<file path="src/rtl/ema_meas_sequencer.sv">
// EMA measurement shot sequencer: ON_32 charge, P/N excitation burst, capture launch,
// then hold-off until the FSMC reader has drained the capture buffer.
module ema_meas_sequencer #(
  parameter int CHARGE_CYC  = 6400000,
  parameter int PULSE_W     = 10,
  parameter int PULSE_GAP   = 3,
  parameter int NUM_PULSES  = 2,
  parameter int TIMEOUT_CYC = 16777215
) (
  input  logic       clk_80mhz,
  input  logic       rst,
  input  logic       start_in,
  input  logic       abort,
  input  logic       cap_done,
  input  logic       rd_done,
  output logic       ema_p_n,
  output logic       ema_n_n,
  output logic       on_32_n,
  output logic       cap_start,
  output logic       busy,
  output logic       data_ready,
  output logic       timeout_err,
  output logic [2:0] state_o
);

  typedef enum logic [2:0] {
    IDLE    = 3'd0,
    CHARGE  = 3'd1,
    PULSE_P = 3'd2,
    PULSE_N = 3'd3,
    GAP     = 3'd4,
    CAPTURE = 3'd5,
    READOUT = 3'd6
  } state_t;

  localparam logic [23:0] CHARGE_LAST  = 24'(CHARGE_CYC - 1);
  localparam logic [23:0] PULSE_LAST   = 24'(PULSE_W - 1);
  localparam logic [23:0] GAP_LAST     = 24'((PULSE_GAP > 0) ? PULSE_GAP - 1 : 0);
  localparam logic [23:0] TIMEOUT_LAST = 24'(TIMEOUT_CYC - 1);
  localparam logic [3:0]  PAIR_LAST    = 4'(NUM_PULSES - 1);

  state_t      state_reg, state_next;
  logic [23:0] phase_reg, phase_next;
  logic [3:0]  pair_reg, pair_next;
  logic        sync1_reg, sync2_reg, prev_reg;
  logic        start_edge;
  logic        timeout_err_next;
  logic        ema_p_n_next, ema_n_n_next, on_32_n_next;
  logic        cap_start_next, busy_next, data_ready_next;

  assign start_edge = sync2_reg & ~prev_reg;
  assign state_o    = state_reg;

  always_comb begin
    state_next       = state_reg;
    pair_next        = pair_reg;
    timeout_err_next = timeout_err;
    case (state_reg)
      IDLE: begin
        if (start_edge) begin
          state_next       = CHARGE;
          pair_next        = 4'd0;
          timeout_err_next = 1'b0;
        end
      end
      CHARGE:  if (phase_reg == CHARGE_LAST) state_next = PULSE_P;
      PULSE_P: if (phase_reg == PULSE_LAST) state_next = PULSE_N;
      PULSE_N: begin
        if (phase_reg == PULSE_LAST) begin
          if (pair_reg == PAIR_LAST) begin
            state_next = CAPTURE;
          end else begin
            pair_next = pair_reg + 4'd1;
            if (PULSE_GAP == 0) state_next = PULSE_P;
            else                state_next = GAP;
          end
        end
      end
      GAP:     if (phase_reg == GAP_LAST) state_next = PULSE_P;
      // The awaited input takes precedence over an expiring timeout.
      CAPTURE: begin
        if (cap_done) begin
          state_next = READOUT;
        end else if (phase_reg == TIMEOUT_LAST) begin
          state_next       = IDLE;
          timeout_err_next = 1'b1;
        end
      end
      READOUT: begin
        if (rd_done) begin
          state_next = IDLE;
        end else if (phase_reg == TIMEOUT_LAST) begin
          state_next       = IDLE;
          timeout_err_next = 1'b1;
        end
      end
      default: state_next = IDLE;
    endcase

    if (abort) begin
      state_next       = IDLE;
      pair_next        = pair_reg;
      timeout_err_next = timeout_err;
    end

    // Phase counter restarts on every state change; it doubles as the timeout counter.
    if (state_next != state_reg || state_next == IDLE) phase_next = 24'd0;
    else                                               phase_next = phase_reg + 24'd1;

    on_32_n_next    = !(state_next == CHARGE || state_next == PULSE_P ||
                        state_next == PULSE_N || state_next == GAP);
    ema_p_n_next    = (state_next != PULSE_P);
    ema_n_n_next    = (state_next != PULSE_N);
    cap_start_next  = (state_reg == CHARGE) && (state_next == PULSE_P);
    busy_next       = (state_next != IDLE);
    data_ready_next = (state_next == READOUT);
  end

  always_ff @(posedge clk_80mhz or posedge rst) begin
    if (rst) begin
      state_reg   <= IDLE;
      phase_reg   <= 24'd0;
      pair_reg    <= 4'd0;
      sync1_reg   <= 1'b0;
      sync2_reg   <= 1'b0;
      prev_reg    <= 1'b0;
      ema_p_n     <= 1'b1;
      ema_n_n     <= 1'b1;
      on_32_n     <= 1'b1;
      cap_start   <= 1'b0;
      busy        <= 1'b0;
      data_ready  <= 1'b0;
      timeout_err <= 1'b0;
    end else begin
      state_reg   <= state_next;
      phase_reg   <= phase_next;
      pair_reg    <= pair_next;
      sync1_reg   <= start_in;
      sync2_reg   <= sync1_reg;
      prev_reg    <= sync2_reg;
      ema_p_n     <= ema_p_n_next;
      ema_n_n     <= ema_n_n_next;
      on_32_n     <= on_32_n_next;
      cap_start   <= cap_start_next;
      busy        <= busy_next;
      data_ready  <= data_ready_next;
      timeout_err <= timeout_err_next;
    end
  end

endmodule

</file>
<file path="config.mk">
export PLATFORM = sky130hd
export DESIGN_NAME = ema_meas_sequencer
export DESIGN_NICKNAME = d
export VERILOG_FILES = /design/src/rtl/ema_meas_sequencer.sv
export SDC_FILE = /design/constraint.sdc
export NUM_CORES = 1
export LEC_CHECK = 0
export ABC_CLOCK_PERIOD_IN_PS = 3900
export CORE_ASPECT_RATIO = 1.2
export CORE_MARGIN = 2
export CORE_UTILIZATION = 45
export CTS_CLUSTER_DIAMETER = 60
export DETAILED_ROUTE_END_ITERATION = 6
export PLACE_DENSITY_LB_ADDON = 0.12
export SLEW_MARGIN = 20
export SYNTH_ARGS = -nofsm -noshare
export SYNTH_HDL_FRONTEND = slang
export SYNTH_SLANG_ARGS = --single-unit
export TNS_END_PERCENT = 30
</file>
<file path="constraint.sdc">
create_clock -name clk_80mhz -period 3.9 [get_ports clk_80mhz]
set_input_delay 0.39 -clock clk_80mhz [delete_from_list [all_inputs] [get_ports clk_80mhz]]
set_output_delay 0.39 -clock clk_80mhz [all_outputs]
set_load 0.01 [all_outputs]
</file>
==> flow_summary.rst, run 1 <==
.. list-table::
   :header-rows: 1

   * - Metric
     - Value
   * - Sequential element share of the synthesized area
     - 0.4167
   * - Post-cts repair resize count
     - 0
   * - Clock transition at the registers of the reported paths
     - 80 ps
   * - Max Transition Viols Final
     - 0
   * - CP arrival
     - 3140 ps
   * - Length in cells of the worst reg-to-reg path
     - 8
   * - CTS tree
     - built
   * - Startpoint type of the worst setup path
     - flip-flop
   * - Post-synth EDFFs
     - 0
   * - Final count of negative-setup-slack endpoints
     - 0
   * - Fraction of layout cells with a size suffix above 1
     - 0.1229
   * - Max frequency
     - 0.3409 GHz
   * - Clk sink count
     - 41
   * - Leakage power of the design
     - 1.137 nW
   * - Synthesized-area fraction occupied by and/or/nand/nor cells
     - 0.3281
   * - Crit Reg-Reg Startpoint
     - phase_reg[2]
   * - Pwr Density
     - 293.2 mW/mm^2
   * - Min cycle time layout
     - 2934 ps
   * - Combinational family with the most area after synthesis
     - simple AND/OR/NAND/NOR gates
   * - Fraction of synthesized area in multiplexers
     - 0.009114
   * - Wire length of the first global-routing pass
     - 9.149 mm
   * - # port buffers
     - 15
   * - Iter 0 DRT Violations
     - 178
   * - Outcome
     - completed
   * - Largest buffer count on any clock path
     - 2
   * - Number of buffers inserted during clock tree synthesis
     - 5
   * - Max reg flops
     - 24
   * - Crit-path cells
     - or4_1 -> nor4_2 -> and3_1 -> a21oi_1 -> a211o_4 -> mux2i_4 -> buf_4 -> nor3b_1
   * - Capture point of the worst path
     - phase_reg[1]
   * - Switch share
     - 0.2506
   * - Setup repair after global routing missed its margin
     - false
   * - Area of the core region
     - 0.005298 mm^2
   * - Highest cell delay on the worst timing path
     - 570 ps
   * - Clock latency on the worst-skew pair
     - 290 ps
   * - Slew @ Worst Pin
     - 753.8 ps
   * - Worst Setup SP
     - phase_reg[2]
   * - Category of the critical setup timing path
     - reg -> reg
   * - Sequential Power Share
     - 0.545
   * - End of the worst register-to-register path
     - phase_reg[1]
   * - Share of synthesized cell area in full adder, half adder and majority cells
     - 0.02532
   * - Full die area
     - 0.006102 mm^2
   * - Synthesized area per cell
     - 9.019 um^2
   * - Via count of the routed design
     - 2002
   * - Most used flip-flop cell after synthesis
     - sky130_fd_sc_hd__dfrtp_1
   * - Post-placement cell area
     - 0.002643 mm^2
   * - Initial Utilization
     - 0.4665
   * - Number of fillers in the final layout
     - 511
   * - Synth Warn #
     - 0
   * - Reg2reg setup slack
     - 970 ps
   * - Pin count of the biggest net entering global routing
     - 42
   * - Required @ worst endpoint
     - 4100 ps
   * - Combined buffer and inverter count along the critical path
     - 1
   * - Pre-CTS worst setup slack
     - 932.1 ps
   * - Total global routing overflow
     - 0
   * - Total negative slack for setup checks
     - 0 ps
   * - HP Class
     - reg -> reg
   * - Internal power consumption
     - 601.3 uW
   * - Power share of the combinational group
     - 0.092
   * - Mapped Cells
     - 274
   * - Largest delay share family, worst path
     - simple AND/OR/NAND/NOR gates
   * - H-tree depth
     - 2
   * - Xor and xnor area share after synthesis
     - 0.08861
   * - CTS root buf
     - sky130_fd_sc_hd__clkbuf_8
   * - Switching power
     - 201.1 uW
   * - Cell variety after synth
     - 45
   * - Buffer count from post-CTS setup fixing
     - 0
   * - Total wire length
     - 5.184 mm
   * - I/O pin total
     - 16
   * - Setup crit end kind
     - flip-flop
   * - Final setup slack of the worst path
     - 966.3 ps
   * - Placed wire-length estimate
     - 3.755 mm
   * - Fraction of registers with async set/reset
     - 1.000
   * - Final routed wire length divided by cell count
     - 14.60 um
   * - Maximum fanout count along the critical path
     - 24
   * - Clock Power Share
     - 0.363
   * - Post-layout utilization of the core
     - 0.5165
   * - Relative slew slack
     - 0.4928
   * - Final Hold Viols
     - 0
   * - Number of diodes
     - 0
   * - Number of antenna violations at the first check in global routing
     - 0
   * - Syn nets
     - 285
   * - Number of hold-repair buffers added at the cts stage
     - 0
   * - Total stage count of the critical path
     - 8
   * - Final net count
     - 303
   * - Row cnt
     - 29
   * - Vertical extent of the die
     - 85.18 um
   * - Total power after layout
     - 802.4 uW
   * - Worst clock skew
     - 8.982 ps
   * - Post-synthesis instance area
     - 0.002471 mm^2
   * - Global placement routability congestion
     - 0.8535
   * - Peak supply drop
     - 0.2224 mV
   * - Final std cell area, no fill
     - 0.002736 mm^2
   * - Flops & latches, synth
     - 41
   * - Via count of the first global-routing pass
     - 1901
   * - Final routed DRC violation total
     - 0
   * - Number of vias per cell after detailed routing
     - 5.639
   * - Cell type of the slowest stage on the worst timing path
     - sky130_fd_sc_hd__or4_1
   * - Fin crit share
     - 0.7522
   * - Area grow syn2layout
     - 10.73%
   * - DIE WIDTH
     - 71.65 um
   * - Tot GR Track Use
     - 0.1889
   * - Antenna-violating nets left
     - 0
   * - Compound-Gate Fraction of Synth Area
     - 0.08354
   * - Number of maximum-capacitance constraint violations
     - 0
   * - Number of detailed-routing iterations run before antenna repair
     - 6
## Yosys cell counts, types with 2 or more instances
library cell | n | area share
sky130_fd_sc_hd__nand2_1 | 49 | 0.074
sky130_fd_sc_hd__dfrtp_1 | 38 | 0.38
sky130_fd_sc_hd__nor2_1 | 30 | 0.046
sky130_fd_sc_hd__xnor2_1 | 18 | 0.064
sky130_fd_sc_hd__nand3_1 | 13 | 0.026
sky130_fd_sc_hd__nand4_1 | 12 | 0.030
sky130_fd_sc_hd__inv_1 | 11 | 0.017
sky130_fd_sc_hd__nor2_2 | 10 | 0.025
sky130_fd_sc_hd__a21oi_1 | 7 | 0.014
sky130_fd_sc_hd__xor2_1 | 7 | 0.025
sky130_fd_sc_hd__nor3_1 | 6 | 0.012
sky130_fd_sc_hd__o21ai_0 | 6 | 0.012
sky130_fd_sc_hd__and2_1 | 5 | 0.013
sky130_fd_sc_hd__and3_1 | 5 | 0.013
sky130_fd_sc_hd__ha_1 | 5 | 0.025
sky130_fd_sc_hd__a31oi_1 | 3 | 0.0076
sky130_fd_sc_hd__and4_1 | 3 | 0.011
sky130_fd_sc_hd__buf_6 | 3 | 0.014
sky130_fd_sc_hd__dfstp_2 | 3 | 0.032
sky130_fd_sc_hd__nand2b_1 | 3 | 0.0076
sky130_fd_sc_hd__or2b_2 | 3 | 0.011
sky130_fd_sc_hd__or4_1 | 3 | 0.0091
sky130_fd_sc_hd__a21boi_0 | 2 | 0.0061
sky130_fd_sc_hd__a31o_2 | 2 | 0.0071
sky130_fd_sc_hd__clkbuf_8 | 2 | 0.011
sky130_fd_sc_hd__dlygate4sd1_1 | 2 | 0.0071
sky130_fd_sc_hd__nor2b_1 | 2 | 0.0051
sky130_fd_sc_hd__nor3b_1 | 2 | 0.0061
sky130_fd_sc_hd__o31ai_1 | 2 | 0.0061
sky130_fd_sc_hd__or4_4 | 2 | 0.0091
## how the worst min path moves through the flow
stage / slack [ps] / start / cells after the start / to
final: 360 / sync1_reg / 0 / sync2_reg
after global routing: 370 / sync1_reg / 0 / sync2_reg
after CTS: 360 / sync1_reg / 0 / sync2_reg
after detailed placement: 340 / sync1_reg / 0 / sync2_reg
after global placement: 340 / sync1_reg / 0 / sync2_reg
after floorplan: 330 / sync1_reg / 0 / sync2_reg
## metal layers
| metal | GRT usage | vias to the layer above | wire, um | share of wire |
|---|---|---|---|---|
| met1 | 0.2471 | 979 | 2339 | 0.45 |
| met3 | 0.02969 | 6 | 198 | 0.038 |
| met4 | 0.05832 | 0 | 70 | 0.014 |
| met2 | 0.3199 | 42 | 2575 | 0.50 |
| li1 | - | 975 | - | - |
| met5 | 0 | - | 0 | 0 |
## power by group through the flow
stage          Clock, mW  Sequential, mW  Combinational [mW]
3_5_place_dp           0           0.446              0.0751
2_1_floorplan          0           0.445              0.0539
3_3_place_gp           0           0.446              0.0751
5_1_grt            0.317           0.439              0.0831
6_report           0.291           0.437              0.0737
4_1_cts            0.301           0.438              0.0754
## layout by cell type, fill, tap and decap left out, drive strengths merged, types with 3 or more instances in the layout
cell / instances
a21oi: 7
a31oi: 3
and2: 5
and3: 5
and4: 4
buf: 3
clkbuf: 7
clkdlybuf4s50: 15
dfrtp: 38
dfstp: 3
ha: 5
inv: 11
nand2: 49
nand2b: 3
nand3: 13
nand4: 12
nor2: 40
nor3: 6
o21ai: 6
or2b: 3
or4: 5
xnor2: 18
xor2: 7
## final cells by class
cell class	instances	area (um^2)	area share
clock buffers	7	86.33	0.03155
clock inverters	1	7.507	0.002743
well taps	62	77.57	0.02835
inverters	11	41.29	0.01509
multi-input cells	215	1321	0.4829
flip-flops and latches	41	1030	0.3763
repair buffers	18	172.7	0.06310
## cell families after synthesis
logic type / count (synthesis)
muxes: 1
buffers and inverters: 18
DFF: 41
and+or+nand+nor: 154
AOI/OAI and AO/OA: 30
adders and majority gates: 5
xor gates and xnor gates: 25
## per-stage QoR
stage / hold WS [ps] / cells
floorplan: 331.2 / 274
global placement: 337.2 / 347
detailed placement: 339.4 / 347
CTS: 360.3 / 355
global route: 372.9 / 355
finish: 355.8 / 355
Power figures use the tool's default switching activity.
==> run 2, diff against run 1 <==
- ABC_CLOCK_PERIOD_IN_PS: 3900 -> 3050
- clock period: 3.9 -> 3.05 ns (I/O delays scaled with it)
==> flow_summary.rst, run 2 (same netlist as run 1, synthesis figures left out) <==
.. list-table::
   :header-rows: 1

   * - Metric
     - Value
   * - Area of the core region
     - 0.005298 mm^2 (unchanged)
   * - Wire length of the first global-routing pass
     - 8.997 mm (-1.7%)
   * - Pwr Density
     - 365.8 mW/mm^2 (+25%)
   * - Post-cts repair resize count
     - 0 (unchanged)
   * - Number of buffers inserted during clock tree synthesis
     - 5 (unchanged)
   * - Final routed wire length divided by cell count
     - 14.83 um (+1.6%)
   * - Relative slew slack
     - 0.5671 (+0.07430)
   * - Total global routing overflow
     - 0 (unchanged)
   * - Tot GR Track Use
     - 0.1883 (-0.0005875)
   * - Global placement routability congestion
     - 0.9170 (+7.4%)
   * - Category of the critical setup timing path
     - reg -> reg
   * - Final net count
     - 305 (+0.66%)
   * - Fin crit share
     - 0.9090 (+0.1568)
   * - Number of maximum-capacitance constraint violations
     - 0 (unchanged)
   * - Total stage count of the critical path
     - 8 (unchanged)
   * - Row cnt
     - 29 (unchanged)
   * - Final count of negative-setup-slack endpoints
     - 0 (unchanged)
   * - Largest delay share family, worst path
     - simple AND/OR/NAND/NOR gates
   * - Startpoint type of the worst setup path
     - flip-flop
   * - Clock latency on the worst-skew pair
     - 290 ps (about the same)
   * - Min cycle time layout
     - 2773 ps (-161.2 ps)
   * - HP Class
     - reg -> reg
   * - Iter 0 DRT Violations
     - 158 (-11%)
   * - Setup repair after global routing missed its margin
     - false
   * - Fraction of layout cells with a size suffix above 1
     - 0.1288 (+0.005947)
   * - CTS tree
     - built
   * - Final routed DRC violation total
     - 0 (unchanged)
   * - Setup crit end kind
     - flip-flop
   * - Number of hold-repair buffers added at the cts stage
     - 0 (unchanged)
   * - Length in cells of the worst reg-to-reg path
     - 8 (unchanged)
   * - Pin count of the biggest net entering global routing
     - 42 (unchanged)
   * - Clock transition at the registers of the reported paths
     - 80 ps (about the same)
   * - CTS root buf
     - sky130_fd_sc_hd__clkbuf_8
   * - Post-placement cell area
     - 0.002670 mm^2 (+1.0%)
   * - Slew @ Worst Pin
     - 643.4 ps (-110.4 ps)
   * - Maximum fanout count along the critical path
     - 24 (unchanged)
   * - Reg2reg setup slack
     - 280 ps (-690 ps)
   * - Antenna-violating nets left
     - 0 (unchanged)
   * - Placed wire-length estimate
     - 3.752 mm (about the same)
   * - # port buffers
     - 15 (unchanged)
   * - CP arrival
     - 2980 ps (-160 ps)
   * - Max Transition Viols Final
     - 0 (unchanged)
   * - Required @ worst endpoint
     - 3260 ps (-840 ps)
   * - Number of diodes
     - 0 (unchanged)
   * - Post-layout utilization of the core
     - 0.5196 (+0.003070)
   * - DIE WIDTH
     - 71.65 um (unchanged)
   * - End of the worst register-to-register path
     - phase_reg[1]
   * - H-tree depth
     - 2 (unchanged)
   * - I/O pin total
     - 16 (unchanged)
   * - Number of stages on the worst hold path
     - 0 (unchanged)
   * - Via count of the first global-routing pass
     - 1942 (+2.2%)
   * - Largest buffer count on any clock path
     - 2 (unchanged)
   * - Crit Reg-Reg Startpoint
     - phase_reg[19]
   * - Clk sink count
     - 41 (unchanged)
   * - Max reg flops
     - 24 (unchanged)
   * - Number of vias per cell after detailed routing
     - 5.471 (-3.0%)
   * - Total wire length
     - 5.296 mm (+2.2%)
   * - Cell type of the slowest stage on the worst timing path
     - sky130_fd_sc_hd__or4_4
   * - Full die area
     - 0.006102 mm^2 (unchanged)
   * - Area grow syn2layout
     - 11.39%
   * - Leakage power of the design
     - 1.152 nW (+1.3%)
   * - Final std cell area, no fill
     - 0.002753 mm^2 (+0.59%)
   * - Via count of the routed design
     - 1953 (-2.4%)
   * - Outcome
     - completed
   * - Max frequency
     - 0.3607 GHz (+5.8%)
   * - Crit-path cells
     - or4_4 -> nor4b_4 -> and3_1 -> a21oi_1 -> a211o_4 -> mux2i_4 -> buf_12 -> nor3b_1
   * - Final Hold Viols
     - 0 (unchanged)
   * - Initial Utilization
     - 0.4665 (unchanged)
   * - Combined buffer and inverter count along the critical path
     - 1 (unchanged)
   * - Highest cell delay on the worst timing path
     - 570 ps (about the same)
   * - Total negative slack for setup checks
     - 0 ps (unchanged)
   * - Vertical extent of the die
     - 85.18 um (unchanged)
   * - Commonest non-fill, non-tap cell in the layout
     - sky130_fd_sc_hd__nand2_1
   * - Commonest cells after routing, fill and taps aside
     - 49 x sky130_fd_sc_hd__nand2_1, 38 x sky130_fd_sc_hd__dfrtp_1, 30 x sky130_fd_sc_hd__nor2_1, 18 x sky130_fd_sc_hd__xnor2_1, 15 x sky130_fd_sc_hd__clkdlybuf4s50_1
   * - Number of detailed-routing iterations run before antenna repair
     - 4 (-2)
   * - Buffer count from post-CTS setup fixing
     - 0 (unchanged)
   * - Destination of the worst hold path
     - sync2_reg
   * - Hold path start
     - sync1_reg
   * - Worst clock skew
     - 5.012 ps (-3.970 ps)
   * - Peak supply drop
     - 0.2194 mV (-1.3%)
   * - Number of antenna violations at the first check in global routing
     - 0 (unchanged)
[run 2: changes by cell type in the layout (fill, tap and decap cells not counted), sizes merged]
cell      delta
buf          +2
clkinv       +2
clkbuf       -1
clkinvlp     -1
[run 2: worst max path at each step]
stage                     to  slack (ps)     startpoint
2_1_floorplan  phase_reg[10]         490  phase_reg[19]
3_3_place_gp    phase_reg[1]         370  phase_reg[19]
3_5_place_dp    phase_reg[1]         320  phase_reg[16]
4_1_cts         phase_reg[1]         290  phase_reg[16]
5_1_grt         phase_reg[1]         130  phase_reg[12]
6_report        phase_reg[1]         280  phase_reg[19]
[run 2: where the power goes]
part / switching [mW] / internal, mW / total [mW]
Sequential: 0.00853 / 0.551 / 0.560
Clock: 0.188 / 0.159 / 0.347
Combinational: 0.0619 / 0.0379 / 0.0998
Total: 0.259 / 0.748 / 1.01
[run 2: per-layer routing]
metal	part of all wire	wire length (um)	track usage	up-vias
li1	-	-	-	976
met1	0.44	2344	0.2255	927
met2	0.50	2642	0.3375	44
met3	0.044	234	0.02969	6
met4	0.014	74	0.06690	0
met5	0	0	0	-
[run 2: stage by stage]
| step | hold WS (ps) | worst slack, ps | total power, mW | cells |
|---|---|---|---|---|
| final | 353.8 | 277.5 | 1.007 | 357 |
| after CTS | 357.3 | 291.6 | 1.026 | 357 |
| after global placement | 333.6 | 367.0 | 0.6715 | 349 |
| after detailed placement | 337.9 | 316.8 | 0.6720 | 349 |
| after global routing | 362.0 | 129.7 | 1.050 | 357 |
| after floorplan | 331.2 | 491.7 | 0.6376 | 274 |
[run 2: final cells by class]
cell class,count,area (um^2)
fill,530,2545
multi-input combinational,215,1321
sequential,41,1030
timing repair buffer,20,200.2
tap,62,77.57
clock buffer,6,72.57
inverter,11,41.29
clock inverter,2,10.01
